`src/rtl/fpu_addsub_issue.sv`:
```
// Issue stage in front of a multi-cycle FP adder: queues add/sub requests,
// dispatches one at a time and returns results in order with their tags.
module fpu_addsub_issue #(
    parameter int FIFO_DEPTH = 4,
    parameter int TAG_W      = 4
) (
    input  logic                        clk,
    input  logic                        rstn,
    input  logic                        req_valid,
    output logic                        req_ready,
    input  logic                        req_sub,
    input  logic [TAG_W-1:0]            req_tag,
    input  logic [31:0]                 req_a,
    input  logic [31:0]                 req_b,
    output logic                        fadd_en,
    output logic [31:0]                 fadd_a,
    output logic [31:0]                 fadd_b,
    input  logic [31:0]                 fadd_result,
    input  logic                        fadd_done,
    input  logic                        fadd_busy,
    output logic                        rsp_valid,
    input  logic                        rsp_ready,
    output logic [TAG_W-1:0]            rsp_tag,
    output logic [31:0]                 rsp_data,
    output logic [$clog2(FIFO_DEPTH):0] fifo_count
);
    localparam int PW = $clog2(FIFO_DEPTH);
    localparam int CW = PW + 1;
    localparam int EW = 1 + TAG_W + 64;

    typedef enum logic [1:0] {IDLE, ISSUE, WAIT, HOLD} state_t;

    logic [EW-1:0]    mem_q [FIFO_DEPTH];
    logic [PW-1:0]    wr_ptr_q, rd_ptr_q;
    logic [CW-1:0]    count_q;
    state_t           state_q, state_d;
    logic             fadd_en_q, fadd_en_d;
    logic [31:0]      fadd_a_q, fadd_a_d, fadd_b_q, fadd_b_d;
    logic [TAG_W-1:0] tag_q, tag_d;
    logic             rsp_valid_q, rsp_valid_d;
    logic [31:0]      rsp_data_q, rsp_data_d;
    logic [TAG_W-1:0] rsp_tag_q, rsp_tag_d;
    logic             push, pop;

    logic [EW-1:0]    head;
    logic             head_sub;
    logic [TAG_W-1:0] head_tag;
    logic [31:0]      head_a, head_b;

    // Ready comes only from the registered count, so a full queue stays full for the cycle of a pop.
    assign req_ready = (count_q != CW'(FIFO_DEPTH));
    assign push      = req_valid && req_ready;
    assign head      = mem_q[rd_ptr_q];
    assign {head_sub, head_tag, head_a, head_b} = head;

    always_ff @(posedge clk) begin
        if (push) begin
            mem_q[wr_ptr_q] <= {req_sub, req_tag, req_a, req_b};
        end
    end

    always_ff @(posedge clk) begin
        if (!rstn) begin
            wr_ptr_q <= '0;
            rd_ptr_q <= '0;
            count_q  <= '0;
        end else begin
            if (push) wr_ptr_q <= wr_ptr_q + 1'b1;
            if (pop)  rd_ptr_q <= rd_ptr_q + 1'b1;
            case ({push, pop})
                2'b10:   count_q <= count_q + 1'b1;
                2'b01:   count_q <= count_q - 1'b1;
                default: count_q <= count_q;
            endcase
        end
    end

    always_ff @(posedge clk) begin
        if (!rstn) begin
            state_q     <= IDLE;
            fadd_en_q   <= 1'b0;
            fadd_a_q    <= '0;
            fadd_b_q    <= '0;
            tag_q       <= '0;
            rsp_valid_q <= 1'b0;
            rsp_data_q  <= '0;
            rsp_tag_q   <= '0;
        end else begin
            state_q     <= state_d;
            fadd_en_q   <= fadd_en_d;
            fadd_a_q    <= fadd_a_d;
            fadd_b_q    <= fadd_b_d;
            tag_q       <= tag_d;
            rsp_valid_q <= rsp_valid_d;
            rsp_data_q  <= rsp_data_d;
            rsp_tag_q   <= rsp_tag_d;
        end
    end

    always_comb begin
        state_d = state_q;
        pop     = 1'b0;
        case (state_q)
            IDLE: begin
                if (count_q != '0 && !fadd_busy) begin
                    pop     = 1'b1;
                    state_d = ISSUE;
                end
            end
            ISSUE:   state_d = WAIT;
            WAIT:    if (fadd_done) state_d = HOLD;
            HOLD:    if (rsp_valid_q && rsp_ready) state_d = IDLE;
            default: state_d = IDLE;
        endcase
    end

    // Subtraction is a sign flip on b; operands are otherwise passed bit-exact.
    always_comb begin
        fadd_en_d   = 1'b0;
        fadd_a_d    = fadd_a_q;
        fadd_b_d    = fadd_b_q;
        tag_d       = tag_q;
        rsp_valid_d = rsp_valid_q;
        rsp_data_d  = rsp_data_q;
        rsp_tag_d   = rsp_tag_q;
        case (state_q)
            IDLE: begin
                if (pop) begin
                    fadd_en_d = 1'b1;
                    fadd_a_d  = head_a;
                    fadd_b_d  = {head_b[31] ^ head_sub, head_b[30:0]};
                    tag_d     = head_tag;
                end
            end
            WAIT: begin
                if (fadd_done) begin
                    rsp_valid_d = 1'b1;
                    rsp_data_d  = fadd_result;
                    rsp_tag_d   = tag_q;
                end
            end
            HOLD: begin
                if (rsp_valid_q && rsp_ready) rsp_valid_d = 1'b0;
            end
            default: ;
        endcase
    end

    assign fadd_en    = fadd_en_q;
    assign fadd_a     = fadd_a_q;
    assign fadd_b     = fadd_b_q;
    assign rsp_valid  = rsp_valid_q;
    assign rsp_data   = rsp_data_q;
    assign rsp_tag    = rsp_tag_q;
    assign fifo_count = count_q;

endmodule

```
`config.mk`:
```
export PLATFORM = sky130hd
export DESIGN_NAME = fpu_addsub_issue
export DESIGN_NICKNAME = d
export VERILOG_FILES = /design/src/rtl/fpu_addsub_issue.sv
export SDC_FILE = /design/constraint.sdc
export NUM_CORES = 1
export LEC_CHECK = 0
export CAP_MARGIN = 20
export CORE_AREA = 2 2 149 261
export DETAILED_ROUTE_END_ITERATION = 16
export DIE_AREA = 0 0 151 263
export PLACE_DENSITY_LB_ADDON = 0.25
export SLEW_MARGIN = 20
export SYNTH_ARGS = -nofsm -noshare
export SYNTH_HDL_FRONTEND = slang
export SYNTH_SLANG_ARGS = --single-unit
```
`constraint.sdc`:
```
create_clock -name clk -period 7.4 [get_ports clk]
set_clock_uncertainty 0.2 [all_clocks]
set_input_delay 1.85 -clock clk [delete_from_list [all_inputs] [get_ports clk]]
set_output_delay 1.85 -clock clk [all_outputs]
set_load 0.1 [all_outputs]
```
== Word-level counts from Yosys, hierarchy flattened ==
Memories as Yosys holds them, arrays and structs flattened. A register that Yosys moved wholly into a read port is not among the register bits.
Index checks and enable logic that the tools add are counted.
W data, S select, Z words.

* Register bits: 115
* RAM bits: 276
* Memories: 1
* Output and inout port bits: 106
* Input port bits: 107
* Word-level logic and storage cells: 54

{| class="wikitable"
|+ Memory list
! memory !! words !! width !! read ports !! clocked after memory_dff !! write ports !! RTL line !! text
|-
| mem_q || 4 || 69 || 1 || 1 || 1 || 33 || <nowiki>logic [EW-1:0] mem_q [FIFO_DEPTH];</nowiki>
|}

* $add $sub $neg: 4
* Eq/ne operators: 9
* Bitwise operators: 1
* Reductions and logical operators: 13
* Mux-type cells: 15

{| class="wikitable"
|+ Operator list
! cell !! number
|-
| $mux W2 || 5
|-
| $pmux W2 S4 || 1
|-
| $mux W1 || 7
|-
| $eq A2 B2 Y1 const B || 3
|-
| $ne A2 B2 Y1 const B || 3
|-
| $pmux W3 S2 || 1
|-
| $reduce_and A2 Y1 || 3
|-
| $reduce_and A3 Y1 || 2
|-
| $add A2 B1 Y2 const B || 2
|-
| $eq A2 B1 Y1 const B || 2
|-
| $reduce_bool A2 Y1 || 2
|-
| $add A3 B1 Y3 const B || 1
|-
| $logic_and A1 B1 Y1 || 3
|-
| $ne A3 B3 Y1 const B || 1
|-
| $reduce_bool A3 Y1 || 1
|-
| $sub A3 B1 Y3 const B || 1
|-
| $logic_not A2 Y1 || 1
|-
| $pmux W1 S2 || 1
|-
| $logic_not A1 Y1 || 1
|-
| $xor A1 B1 Y1 || 1
|}

== Logic depth before layout (Yosys ltp) ==
Gate-level depths: netlist of the first run.

* Word-level depth: 6
* Mapped depth: 12
* Depth with buffers taken out: 10

== Worst setup path after synthesis of the first run ==
OpenSTA, ideal clock, no wires.

* Path type: register -> register
* Start: reg count_q[0], in the netlist fifo_count[0]
* End: mem mem_q[1][0] (netlist name), enable pin
* Data arrival time: 3.676 ns
* Data required time: 6.765 ns
* Path slack: 3.089 ns
* Buffers on the path: 0
* Clock period less this slack: 4.311 ns
* Cell stages (with the launch flop): 3
* Setup time: 0.435 ns
* Cell sequence: dfxtp_1 -> or3b_1 -> and3_1

* Word-level cells in the longest chain between the ends: 4

{| class="wikitable"
|+ RTL lines
! what !! RTL line !! text
|-
| from (decl) || 35 || <nowiki>logic [CW-1:0] count_q;</nowiki>
|-
| from (signal assigned) || 71 || <nowiki>2'b10: count_q <= count_q + 1'b1;</nowiki>
|-
| from (signal assigned) || 72 || <nowiki>2'b01: count_q <= count_q - 1'b1;</nowiki>
|-
| from (signal assigned) || 73 || <nowiki>default: count_q <= count_q;</nowiki>
|-
| $ne A3 B3 Y1 || 51 || <nowiki>assign req_ready = (count_q != CW'(FIFO_DEPTH));</nowiki>
|-
| named net req_ready || 10 || <nowiki>output logic req_ready,</nowiki>
|-
| $logic_and A1 B1 Y1 || 52 || <nowiki>assign push = req_valid && req_ready;</nowiki>
|-
| $mux W1 || 57 || <nowiki>if (push) begin</nowiki>
|-
| $mux W1 (not written as such) || 58 || <nowiki>mem_q[wr_ptr_q] <= {req_sub, req_tag, req_a, req_b};</nowiki>
|-
| to (decl) || 33 ||
|}

The timed path passes the listed nets, and every way through them passes these cells.

== Worst setup path in the final report of the first run ==
* Start: reg count_q[0], in the netlist fifo_count[0]
* End: out req_ready

* Word-level cells in the longest chain between the ends: 1

{| class="wikitable"
|+ RTL lines
! what !! RTL line
|-
| $ne A3 B3 Y1 || 51
|-
| to (decl) || 10
|}

No other way between the ends.

==> out/results.md, run 1 <==
| Metric | This run | Unit |
| --- | --- | --- |
| CP arrival | 2450 | ps |
| Total of max-cap violations | 0 | - |
| F_max | 222 | MHz |
| Detail-routed net length per standard cell | 19.4 | um |
| Cell at the root of the clock tree | sky130_fd_sc_hd__clkbuf_16 | - |
| Mapped Area | 0.0145 | sq mm |
| CP endpoint kind | primary output | - |
| Number of gates resized after CTS | 0 | - |
| Dominant cell type by area after synthesis | sky130_fd_sc_hd__edfxtp_1 | - |
| Leak pwr | 5.83 | nW |
| Hold_ws | 251 | ps |
| Mean instance size in the synthesized netlist | 16.3 | sq um |
| Summed negative setup slack over all endpoints | 0 | ps |
| Most frequent standard cell in the layout excluding fill and tap cells | sky130_fd_sc_hd__edfxtp_1 | - |
| Maximum number of pins on one net before global-route repair | 82 | - |
| Grt total ovfl | 0 | - |
| RePlAce Congestion | 0.720 | - |
| Area share of the largest cell type after synthesis | 57.2 | % |
| Layout cell share with drive strength beyond 1 | 12.9 | % |
| Depth of the CTS H-tree | 2 | - |
| Synth Warn # | 0 | - |
| Std-Cell Core Area | 0.0374 | sq mm |
| RSZ-0062 raised after global routing | false | - |
| Hold Path Class | flop to flop | - |
| Total via count in the routed design | 7876 | - |
| Length of the first detailed-routing pass in iterations | 4 | - |
| Vertical extent of the die | 263 | um |
| Via count of the first global-routing pass | 8256 | - |
| Post-CTS setup repair buffer count | 0 | - |
| Fin nets | 1216 | - |
| Die width | 151 | um |
| Final Critical Period | 4500 | ps |
| Required time reported for the critical path endpoint | 5350 | ps |
| CP Class | flop to primary output | - |
| Tightest Pin Transition | 1090 | ps |
| Highest-count cells in the layout ignoring fill and taps | sky130_fd_sc_hd__edfxtp_1, sky130_fd_sc_hd__nand2_1, sky130_fd_sc_hd__clkdlybuf4s50_1 | - |
| Worst slew margin relative to its limit | 27.0 | % |
| Wire length of the first global-routing pass | 47.2 | mm |
| Number of distinct standard cells referenced by the synthesized netlist | 31 | - |
| Dominant synthesized flop cell | sky130_fd_sc_hd__edfxtp_1 | - |
| Number of synthesized flops with an enable pin | 276 | - |
| Share of flip-flops with an asynchronous set or reset after synthesis | 0 | % |
| Cts bufs inserted | 36 | - |
| Post-DP HPWL | 19.0 | mm |
| DR DRC count | 0 | - |
| Number of register bits inferred by synthesis | 393 | - |
| TritonCTS clock tree | yes | - |
| Element type at the critical path start | flop | - |
| Post-route worst setup slack | 2900 | ps |
| Clock transition at the registers of the reported paths | 60 | ps |
| Count of pins on the block boundary | 213 | - |
| Sequential fraction of the synthesis area | 73.3 | % |
| Most area-consuming cells after synthesis | sky130_fd_sc_hd__edfxtp_1, sky130_fd_sc_hd__dfxtp_1, sky130_fd_sc_hd__mux4_2 | - |
| Starting density of the core | 38.8 | % |
| Pre-CTS setup slack | 3070 | ps |
| Crit Path Max Fanout | 6 | - |
| Final hold violation count | 0 | - |
| CTS sink count | 393 | - |
| GRT Overall Usage | 15.9 | % |
| Total Wirelength | 31.2 | mm |
| Drt first-iter violations | 355 | - |
| Standard-cell rows | 94 | - |
| Area grow syn2layout | 25.7 | % |
| Clk_lat worst skew | 530 | ps |
| Slew Limit Fails | 0 | - |
| Power Dens Cells | 371 | mW/mm^2 |
| Mean number of vias per cell | 4.89 | - |
| Run status | complete, no violations | - |
| Clock Path Buffers | 3 | - |
| Final Setup Violations | 0 | - |
| Initial antenna violation count | 3 | - |
| Net count after synthesis | 1006 | - |
| Number of I/O port buffers | 212 | - |
| Worst-case vdd ir drop | 0.262 | mV |
| Number of nets still failing antenna checks after routing | 0 | - |
| Final clock period utilization by the worst path | 60.8 | % |
| Count of hold buffers inserted by post-cts repair | 0 | - |
| Die Outline Area | 0.0397 | sq mm |
| Post-Synthesis Cells | 890 | - |
layout make-up:
class                   instances  area [sq um]
clock inverters                13           134
inverters                      10          42.5
clock buffers                  53          1050
flip-flops and latches        393         10600
multi-input cells             436          3550
diodes                          3          7.51
fillers                      3234         19200
repair buffers                223          2200
well taps                     480           601
metal layers:
metal  routed length, um  global-route usage (%)
met1               12000                    17.6
met4                 797                    5.61
met3                1470                    2.76
met2               16900                    30.0
met5                   0                       0
sequential cells by signal, summed over array words and instances, names as in the netlist, named ones only:
| register | cells |
|---|---|
| mem_q | 276 |
| fadd_a | 32 |
| fadd_b | 32 |
| rsp_data | 32 |
| rsp_tag | 4 |
| tag_q | 4 |
| fifo_count | 3 |
| rd_ptr_q | 2 |
| state_q | 2 |
| wr_ptr_q | 2 |
| fadd_en | 1 |
| rsp_valid | 1 |
report_power, final:
part           switching, mW  internal, mW
registers              0.188          2.65
clock network          0.787          1.06
logic                   1.42         0.651
total                   2.40          4.36
cell families (layout without fill, tap and decap cells):
group           count (synthesis)  count (layout)  share of synthesized area (%)
simple gates                  231             231                           6.38
fa+ha+maj                       9               9                          0.829
mux                            68              68                           10.6
xor+xnor                        8               8                          0.483
compound gates                120             120                           6.08
other cells                     0               3                              0
buf+inv                        61             299                           2.35
flops                         393             393                           73.3
synth_stat cells, types with 2 or more instances:
master                     count
sky130_fd_sc_hd__and3_1        4
sky130_fd_sc_hd__ha_1          8
sky130_fd_sc_hd__a21boi_0     40
sky130_fd_sc_hd__buf_6        12
sky130_fd_sc_hd__o21a_1        2
sky130_fd_sc_hd__inv_1         9
sky130_fd_sc_hd__clkbuf_1     27
sky130_fd_sc_hd__xnor2_1       7
sky130_fd_sc_hd__a21oi_1       5
sky130_fd_sc_hd__o21ai_0       4
sky130_fd_sc_hd__buf_2        10
sky130_fd_sc_hd__and2_1        8
sky130_fd_sc_hd__dfxtp_1     117
sky130_fd_sc_hd__a21boi_1     67
sky130_fd_sc_hd__or3b_1        2
sky130_fd_sc_hd__edfxtp_1    276
sky130_fd_sc_hd__mux4_2       68
sky130_fd_sc_hd__nand2_1     211
final timing paths:
check	depth (start not counted)	to	slack, ps	from
worst max-delay path	2	req_ready	2900	fifo_count[0]$_SDFFE_PN0P_
worst min register to register	2	fadd_b[4]$_SDFFE_PN0P_	250	fadd_b[4]$_SDFFE_PN0P_
worst min-delay path	2	fadd_b[4]$_SDFFE_PN0P_	250	fadd_b[4]$_SDFFE_PN0P_
worst max register to register	9	fifo_count[2]$_SDFFE_PN0P_	4670	fifo_count[2]$_SDFFE_PN0P_
stage by stage:
stage | std cells | power, mW | utilization (%) | cell area (sq um)
global placement | 1542 | 4.98 | 45.5 | 17000
floorplan | 890 | 4.48 | - | 14500
detailed placement | 1542 | 5.01 | 45.5 | 17000
CTS | 1608 | 6.87 | 48.7 | 18200
global route | 1611 | 7.06 | 48.7 | 18200
finish | 1611 | 6.76 | 48.7 | 18200
critical path, stage by stage (launching register included):
cell and delay, ps:
sky130_fd_sc_hd__dfxtp_1 420, sky130_fd_sc_hd__or3b_1 290, sky130_fd_sc_hd__clkdlybuf4s50_1 1230
Power figures use the tool's default switching activity.
==> run 2, diff against run 1 <==
==> constraint.sdc (replaced) <==
create_clock -name clk -period 4.6 [get_ports clk]
set_clock_uncertainty 0.2 [all_clocks]
set_input_delay 1.15 -clock clk [delete_from_list [all_inputs] [get_ports clk]]
set_output_delay 1.15 -clock clk [all_outputs]
set_load 0.1 [all_outputs]
==> out/results.md, run 2 (same netlist as run 1, synthesis figures left out) <==
| Metric | This run | Unit | Delta |
| --- | --- | --- | --- |
| Run status | complete, no violations | - | unchanged |
| Mean number of vias per cell | 4.90 | - | was 4.89 |
| Most frequent standard cell in the layout excluding fill and tap cells | sky130_fd_sc_hd__edfxtp_1 | - | unchanged |
| Vertical extent of the die | 263 | um | unchanged |
| Element type at the critical path start | flop | - | unchanged |
| Finished Layout Cells | 1616 | - | was 1611 |
| Filler instances | 3201 | - | was 3234 |
| Cts bufs inserted | 38 | - | was 36 |
| Number of nets still failing antenna checks after routing | 0 | - | unchanged |
| Hold Path Class | flop to flop | - | unchanged |
| Die Outline Area | 0.0397 | sq mm | unchanged |
| Fin nets | 1221 | - | was 1216 |
| Post-Place Cells | 1545 | - | was 1542 |
| Sum of met3 wire segment lengths after detailed routing | 1.84 | mm | was 1.47 mm |
| Final Setup Violations | 0 | - | unchanged |
| Via count of the first global-routing pass | 8315 | - | was 8256 |
| Count of pins on the block boundary | 213 | - | unchanged |
| Power Dens Cells | 603 | mW/mm^2 | was 371 mW/mm^2 |
| Final Critical Period | 3760 | ps |  |
| Highest-count cells in the layout ignoring fill and taps | sky130_fd_sc_hd__edfxtp_1, sky130_fd_sc_hd__nand2_1, sky130_fd_sc_hd__clkdlybuf4s50_1 | - | unchanged |
| WHS Endpoint | fadd_a[13]$_SDFFE_PN0P_ | - | was fadd_b[4]$_SDFFE_PN0P_ |
| Total via count in the routed design | 7922 | - | was 7876 |
| Post-CTS setup repair buffer count | 0 | - | unchanged |
| Grt total ovfl | 0 | - | unchanged |
| Cell at the root of the clock tree | sky130_fd_sc_hd__clkbuf_16 | - | unchanged |
| CP Class | flop to primary output | - | unchanged |
| Drt first-iter violations | 298 | - | was 355 |
| CP arrival | 2410 | ps | was 2450 ps |
| F_max | 266 | MHz |  |
| Number of gates resized after CTS | 0 | - | unchanged |
| Worst-case vdd ir drop | 0.392 | mV | was 0.262 mV |
| Final clock period utilization by the worst path | 81.8 | % |  |
| RSZ-0062 raised after global routing | false | - | unchanged |
| Worst-case register-to-register setup slack | 1930 | ps | was 4670 ps |
| Path depth of the worst reg2reg path | 9 | - | unchanged |
| Length of the first detailed-routing pass in iterations | 4 | - | unchanged |
| Post-DP HPWL | 18.7 | mm | was 19.0 mm |
| Clock transition at the registers of the reported paths | 60 | ps | about the same |
| Summed negative setup slack over all endpoints | 0 | ps | unchanged |
| Initial antenna violation count | 2 | - | was 3 |
| Final hold violation count | 0 | - | unchanged |
| Total of max-cap violations | 0 | - | unchanged |
| Maximum number of pins on one net before global-route repair | 72 | - | was 82 |
| Top layer used by detailed routing | met4 | - | unchanged |
| Number of flip-flops in the largest register | 276 | - | unchanged |
| Starting density of the core | 38.8 | % | unchanged |
| GRT Overall Usage | 15.6 | % | was 15.9% |
| Area grow syn2layout | 26.6 | % | was 25.7% |
| Tightest Pin Transition | 1070 | ps | was 1090 ps |
| Clk_lat worst skew | 530 | ps | about the same |
| Layout cell share with drive strength beyond 1 | 13.0 | % | was 12.9% |
| Total Wirelength | 31.0 | mm | was 31.2 mm |
| Worst flop-to-flop path endpoint | fifo_count[2]$_SDFFE_PN0P_ | - | unchanged |
| Crit Path Max Fanout | 6 | - | unchanged |
| RePlAce Congestion | 0.697 | - | was 0.720 |
| DR DRC count | 0 | - | unchanged |
| Std-Cell Core Area | 0.0374 | sq mm | unchanged |
| Number of I/O port buffers | 212 | - | unchanged |
| Detail-routed net length per standard cell | 19.2 | um | was 19.4 um |
| Depth of the CTS H-tree | 2 | - | unchanged |
| Wire length of the first global-routing pass | 46.6 | mm | was 47.2 mm |
| Standard-cell rows | 94 | - | unchanged |
| Worst slew margin relative to its limit | 28.3 | % | was 27.0% |
| Slew Limit Fails | 0 | - | unchanged |
| Worst Hold Launch | fadd_a[13]$_SDFFE_PN0P_ | - | was fadd_b[4]$_SDFFE_PN0P_ |
| Leak pwr | 5.89 | nW | was 5.83 nW |
| CP endpoint kind | primary output | - | unchanged |
| DRT met1 WL | 11.5 | mm | was 12.0 mm |
| Hold Path Stages | 2 | - | unchanged |
| Total met2 wirelength after detailed routing | 16.9 | mm | about the same |
| Biggest register | mem_q | - | unchanged |
| Die width | 151 | um | unchanged |
| Required time reported for the critical path endpoint | 3250 | ps | was 5350 ps |
| TritonCTS clock tree | yes | - | unchanged |
| Reg-to-Reg Start | fifo_count[0]$_SDFFE_PN0P_ | - | was fifo_count[2]$_SDFFE_PN0P_ |
| Clock Path Buffers | 3 | - | unchanged |
| Count of hold buffers inserted by post-cts repair | 0 | - | unchanged |
| CTS sink count | 393 | - | unchanged |
run 2: cell types whose count changed in the layout (fill, tap and decap cells not counted), sizes merged:
cell / before / now
buf: 12 / 15
bufinv: 2 / 5
clkbuf: 53 / 51
clkinv: 7 / 8
diode: 3 / 2
inv: 11 / 12
run 2: cell type report:
type / count / area (sq um) / area share [%]
repair buffers: 226 / 2260 / 12.3
clock buffers: 51 / 1030 / 5.62
inverters: 10 / 42.5 / 0.232
clock inverters: 18 / 228 / 1.24
diodes: 2 / 5.00 / 0.0273
well taps: 480 / 601 / 3.27
multi-input cells: 436 / 3550 / 19.3
flip-flops and latches: 393 / 10600 / 58.0
run 2: where the power goes:
group,leakage [nW],internal [mW],switching [mW],total (mW)
sequential,3.48,4.27,0.302,4.57
combinational,1.80,1.06,2.29,3.35
clock,0.606,1.87,1.28,3.15
run 2: worst max-delay path: stages (launching register included):
cell	delay [ps]
sky130_fd_sc_hd__dfxtp_1	350
sky130_fd_sc_hd__or3b_1	480
sky130_fd_sc_hd__clkdlybuf4s50_1	1050
run 2: worst max path at each step:
stage,startpoint,end,slack [ps],cells past startpoint
global placement,fadd_busy,flop,1000,6
global route,fifo_count[0]$_SDFFE_PN0P_,req_ready,700,2
CTS,fifo_count[0]$_SDFFE_PN0P_,req_ready,770,2
detailed placement,fadd_busy,flop,960,6
finish,fifo_count[0]$_SDFFE_PN0P_,req_ready,840,2
floorplan,fifo_count[0]$_SDFFE_PN0P_,mem_q[1][0]$_DFFE_PP_,290,2
run 2: through the flow:
stage / hold WS, ps / instance area, sq um / utilization, % / total power [mW] / worst slack (ps)
CTS: 255 / 18400 / 49.1 / 11.2 / 775
finish: 250 / 18400 / 49.1 / 11.1 / 835
global placement: 242 / 17100 / 45.7 / 8.04 / 995
detailed placement: 246 / 17100 / 45.7 / 8.07 / 956
floorplan: 235 / 14500 / - / 7.21 / 289
global route: 271 / 18400 / 49.1 / 11.6 / 701
run 2: metal layers:
layer  track usage, %  up-vias
met5                0        -
met4             5.30        0
met3             2.86       42
met2             29.7      213
met1             17.1     3953
li1                 -     3714
